$ cat config.mk
export PLATFORM = sky130hd
export DESIGN_NAME = load_store_unit
export DESIGN_NICKNAME = d
export VERILOG_FILES = /design/src/rtl/load_store_unit.sv
export SDC_FILE = /design/constraint.sdc
export NUM_CORES = 1
export LEC_CHECK = 0
export CAP_MARGIN = 0
export CELL_PAD_IN_SITES_DETAIL_PLACEMENT = 0
export CELL_PAD_IN_SITES_GLOBAL_PLACEMENT = 1
export CORE_MARGIN = 3
export CORE_UTILIZATION = 38
export CTS_CLUSTER_DIAMETER = 30
export DETAILED_ROUTE_END_ITERATION = 10
export PLACE_DENSITY = 0.88
export SYNTH_ARGS = -nofsm -noshare
export SYNTH_HDL_FRONTEND = slang
export SYNTH_SLANG_ARGS = --single-unit
$ cat constraint.sdc
create_clock -name clk -period 3.8 [get_ports clk]
set_clock_uncertainty 0.05 [all_clocks]
set_input_delay 1.14 -clock clk [delete_from_list [all_inputs] [get_ports clk]]
set_output_delay 1.14 -clock clk [all_outputs]
set_load 0.02 [all_outputs]
$ cat src/rtl/load_store_unit.sv
// Load/store unit: turns RV32I byte/half/word loads and stores into
// word-aligned full-word memory reads and writes, with sign/zero extension
// on loads, read-modify-write on sub-word stores, and access error checking.
module load_store_unit #(
    parameter int unsigned MEM_BYTES = 2048
) (
    input  logic        clk,
    input  logic        rst_n,
    input  logic        op_valid,
    input  logic        op_store,
    input  logic [2:0]  op_funct3,
    input  logic [31:0] op_addr,
    input  logic [31:0] op_wdata,
    output logic        op_ready,
    output logic        done,
    output logic        err,
    output logic [31:0] load_data,
    output logic        mem_read,
    output logic        mem_write,
    output logic [31:0] mem_addr,
    output logic [31:0] mem_wdata,
    input  logic [31:0] mem_rdata
);

    localparam logic [31:0] MAX_WORD_ADDR = 32'(MEM_BYTES - 4);

    typedef enum logic [2:0] {IDLE, RD, CAPT, WR, DONE} state_t;

    state_t      state;
    logic        st_q;
    logic [2:0]  f3_q;
    logic [1:0]  lane_q;
    logic [15:0] wdata_q;

    // Rejects illegal funct3, misaligned half/word and out-of-range accesses.
    function automatic logic access_err(input logic st, input logic [2:0] f,
                                        input logic [31:0] a);
        logic bad_f3;
        logic misal;
        logic oor;
        bad_f3 = st ? (f > 3'd2) : (f == 3'd3 || f == 3'd6 || f == 3'd7);
        misal  = ((f[1:0] == 2'b01) && a[0]) ||
                 ((f[1:0] == 2'b10) && (a[1:0] != 2'b00));
        oor    = {a[31:2], 2'b00} > MAX_WORD_ADDR;
        return bad_f3 | misal | oor;
    endfunction

    // Selects the addressed lane of the read word and extends it.
    function automatic logic [31:0] load_extract(input logic [2:0] f,
                                                 input logic [1:0] lane,
                                                 input logic [31:0] w);
        logic [7:0]  b;
        logic [15:0] h;
        b = w[{lane, 3'b000} +: 8];
        h = w[{lane[1], 4'b0000} +: 16];
        case (f)
            3'b000:  return {{24{b[7]}}, b};
            3'b001:  return {{16{h[15]}}, h};
            3'b100:  return {24'h000000, b};
            3'b101:  return {16'h0000, h};
            default: return w;
        endcase
    endfunction

    // Merges the store byte/half into the old word, other lanes preserved.
    function automatic logic [31:0] store_merge(input logic [2:0] f,
                                                input logic [1:0] lane,
                                                input logic [31:0] old,
                                                input logic [15:0] wd);
        logic [31:0] r;
        r = old;
        if (f == 3'b000) r[{lane, 3'b000} +: 8] = wd[7:0];
        else             r[{lane[1], 4'b0000} +: 16] = wd;
        return r;
    endfunction

    // Access sequencer with all outputs registered.
    always_ff @(posedge clk or negedge rst_n) begin
        if (!rst_n) begin
            state     <= IDLE;
            op_ready  <= 1'b1;
            done      <= 1'b0;
            err       <= 1'b0;
            load_data <= 32'h0;
            mem_read  <= 1'b0;
            mem_write <= 1'b0;
            mem_addr  <= 32'h0;
            mem_wdata <= 32'h0;
            st_q      <= 1'b0;
            f3_q      <= 3'b000;
            lane_q    <= 2'b00;
            wdata_q   <= 16'h0;
        end else begin
            done      <= 1'b0;
            err       <= 1'b0;
            mem_read  <= 1'b0;
            mem_write <= 1'b0;
            case (state)
                IDLE: begin
                    if (op_valid) begin
                        st_q     <= op_store;
                        f3_q     <= op_funct3;
                        lane_q   <= op_addr[1:0];
                        wdata_q  <= op_wdata[15:0];
                        op_ready <= 1'b0;
                        if (access_err(op_store, op_funct3, op_addr)) begin
                            state <= DONE;
                            done  <= 1'b1;
                            err   <= 1'b1;
                        end else begin
                            mem_addr <= {op_addr[31:2], 2'b00};
                            if (op_store && op_funct3 == 3'b010) begin
                                state     <= WR;
                                mem_write <= 1'b1;
                                mem_wdata <= op_wdata;
                            end else begin
                                state    <= RD;
                                mem_read <= 1'b1;
                            end
                        end
                    end
                end
                RD: state <= CAPT;
                CAPT: begin
                    if (st_q) begin
                        mem_wdata <= store_merge(f3_q, lane_q, mem_rdata, wdata_q);
                        mem_write <= 1'b1;
                        state     <= WR;
                    end else begin
                        load_data <= load_extract(f3_q, lane_q, mem_rdata);
                        done      <= 1'b1;
                        state     <= DONE;
                    end
                end
                WR: begin
                    done  <= 1'b1;
                    state <= DONE;
                end
                DONE: begin
                    op_ready <= 1'b1;
                    state    <= IDLE;
                end
                default: begin
                    op_ready <= 1'b1;
                    state    <= IDLE;
                end
            endcase
        end
    end

endmodule

==> metrics.cfg <==
[synth]
synth_area_um2=6439
synth_edf_count=0
ys_seq_elements=124
netlist-cell-type-count=43
yosysSeqAreaShare_pct=48.21
async_flop_share_pct=100.0
synthFlopType=dfrtp_1
avgSynthCellArea_um2=10.14
yosysWarningCount=0
syn_inst=635

[layout]
layout_commonest_cell=clkdlybuf4s50_1
fin_cells=1050
final_cell_mix=clkdlybuf4s50_1 (200), dfrtp_1 (122), nand2_1 (93)
nNetsFinal=929
antenna_cells=0
areaGrowthSynthToFinish_pct=44.27
final_area_um2=9289
num-fill-cells=1405
drive_above_1_share_pct=10.91
final_core_util_pct=57.23

[grt]
grt_pass1_wl_um=32640
grt_start_max_net_pins=70
grt_antenna_before_repair=2
grt_overflow=0
grt_use_total_pct=23.08
grt_pass1_vias=5728

[timing]
fin_crit_ps=3205
worst_slew_pin_slew_ps=1125
fin_crit_sh_pct=84.35
rsz0062_at_grt=no
setup_viol=0
hold_viol=0
slew_viol_final=0
fin_ws_ps=594.6
max_freq_mhz=312.0
slew_headroom_pct=24.98
hold-worst-slack_ps=431.5
tns_ps=0

[critical_path]
critPathLaunchType=flop
endpoint_kind=flop
critPathKind=reg2reg
cp.arrival_ps=3510
reg2reg_setup_slack_ps=590
worstPathRequired_ps=4110
cp-startpoint=lane_q[1]
r2r_start=lane_q[1]
cp_max_fo=69

[die]
initial_core_util_pct=39.67
coreArea_um2=16230
fp.dieArea_um2=18540
pin_count=204
chipHeight_um=136.2
die_w_um=136.2
num_rows=46

[clock_tree]
h-tree-depth=4
cts.sinks=124
clock_latency_ps=420
holdBufCountCts=0
postCtsSetupBuffers=0
cts_tree=built
cts_resized=0
cts.clk_slew.worst_paths_ps=60
cts_max_path_buffers=2
numCtsBuffers=17
clockRootBuffer=clkbuf_16

[power_and_ir_drop]
power_density_nw_per_um2=412.3
leakagePower_nw=4.007
swShare_pct=27.15
p_int_mw=2.790
max-vdd-ir-drop_mv=0.2474
power_mw=3.830
power_frac_clock_pct=45.8
netSwitchingPower_mw=1.040
p_seq_share_pct=37.5
p_comb_share_pct=16.7

[routing]
wl_um=21200
routed_via_density=5.569
drtIter0Drc=547
route.vias.total=5847
wl_per_cell_um=20.19
firstDrtPassIters=5
drc=0
ant_nets=0

[placement]
io_buffers=201
place_area_um2=8646
dp_hpwl_um=15510
place_inst=1018
pre_cts_slack_ps=180.6
place.gp.congestion=0.8719

[hold_path]
holdCritPathClass=reg2reg
min_from=load_data[2]

[status]
status=complete, no violations

[flow_run]
cap_violations=0

==> power by group through the flow <==
stage	registers, mW	logic, mW	clock network, mW
3_5_place_dp	1.46	0.634	0
6_report	1.44	0.641	1.75
3_3_place_gp	1.45	0.625	0
4_1_cts	1.43	0.638	1.78
2_1_floorplan	1.44	0.353	0
5_1_grt	1.44	0.699	1.84
==> per-layer routing <==
| layer | track usage (%) | wire (um) | vias up |
|---|---|---|---|
| li1 | - | - | 2710 |
| met1 | 30.21 | 8878 | 2785 |
| met2 | 35.42 | 9419 | 312 |
| met3 | 8.956 | 2420 | 36 |
| met4 | 7.111 | 456 | 4 |
| met5 | 0 | 21 | - |
==> final timing paths <==
check	to	depth (start not counted)
worst min register to register	load_data[2]	2
worst min-delay path	load_data[2]	2
max in group asynchronous	op_ready	2
worst max-delay path	mem_wdata[31]	8
worst max register to register	mem_wdata[31]	8
min in group asynchronous	mem_addr[16]	1
==> registers in the layout (all words and copies together) (netlist names) <==
register	cells
mem_write	1
mem_wdata	32
mem_read	1
mem_addr	30
f3_q	3
done	1
op_ready	1
err	1
lane_q	2
st_q	1
wdata_q	16
load_data	32
state	3
==> cells by family (layout without fill, tap and decap cells) <==
| family | count (synthesis) | in the layout | synth area share, % |
|---|---|---|---|
| flip-flops | 124 | 124 | 48.21 |
| other | 1 | 2 | 0.05824 |
| AND/OR/NAND/NOR | 211 | 211 | 15.27 |
| multiplexers | 62 | 62 | 11.02 |
| AO/OA/AOI/OAI | 173 | 173 | 20.50 |
| buffers and inverters | 59 | 257 | 3.964 |
| adder cells (fa/ha/maj) | 5 | 5 | 0.9716 |
==> critical path, cell delays in order, from the launching register on <==
cell and delay (ps):
dfrtp_2 350, buf_4 520, ha_1 270, clkinv_1 240, nor4_1 750, buf_4 280
a221oi_1 90, o31ai_1 370, mux2_2 220
==> cells in the mapped netlist, drive strengths merged, types with 17 or more instances <==
library cell,number,area [um^2]
a211oi,33,247.7
o31ai,32,240.2
nor2,41,153.9
o21ai,17,85.08
dfrtp,123,3078
a21oi,19,95.09
nand2,93,349.1
a221oi,39,341.6
mux2,61,686.9
clkbuf,39,147.6
and2,37,232.7
nor2b,20,125.1
==> area by class of cell <==
class	count	area, um^2	share of cell area, %
Clock buffer	19	452.9	4.876
Clock inverter	13	190.2	2.047
Sequential cell	124	3105	33.43
Multi-Input combinational cell	453	3089	33.26
Timing Repair Buffer	216	2147	23.11
Tap cell	216	270.3	2.909
Inverter	9	33.78	0.3637
Power figures use the tool's default switching activity.
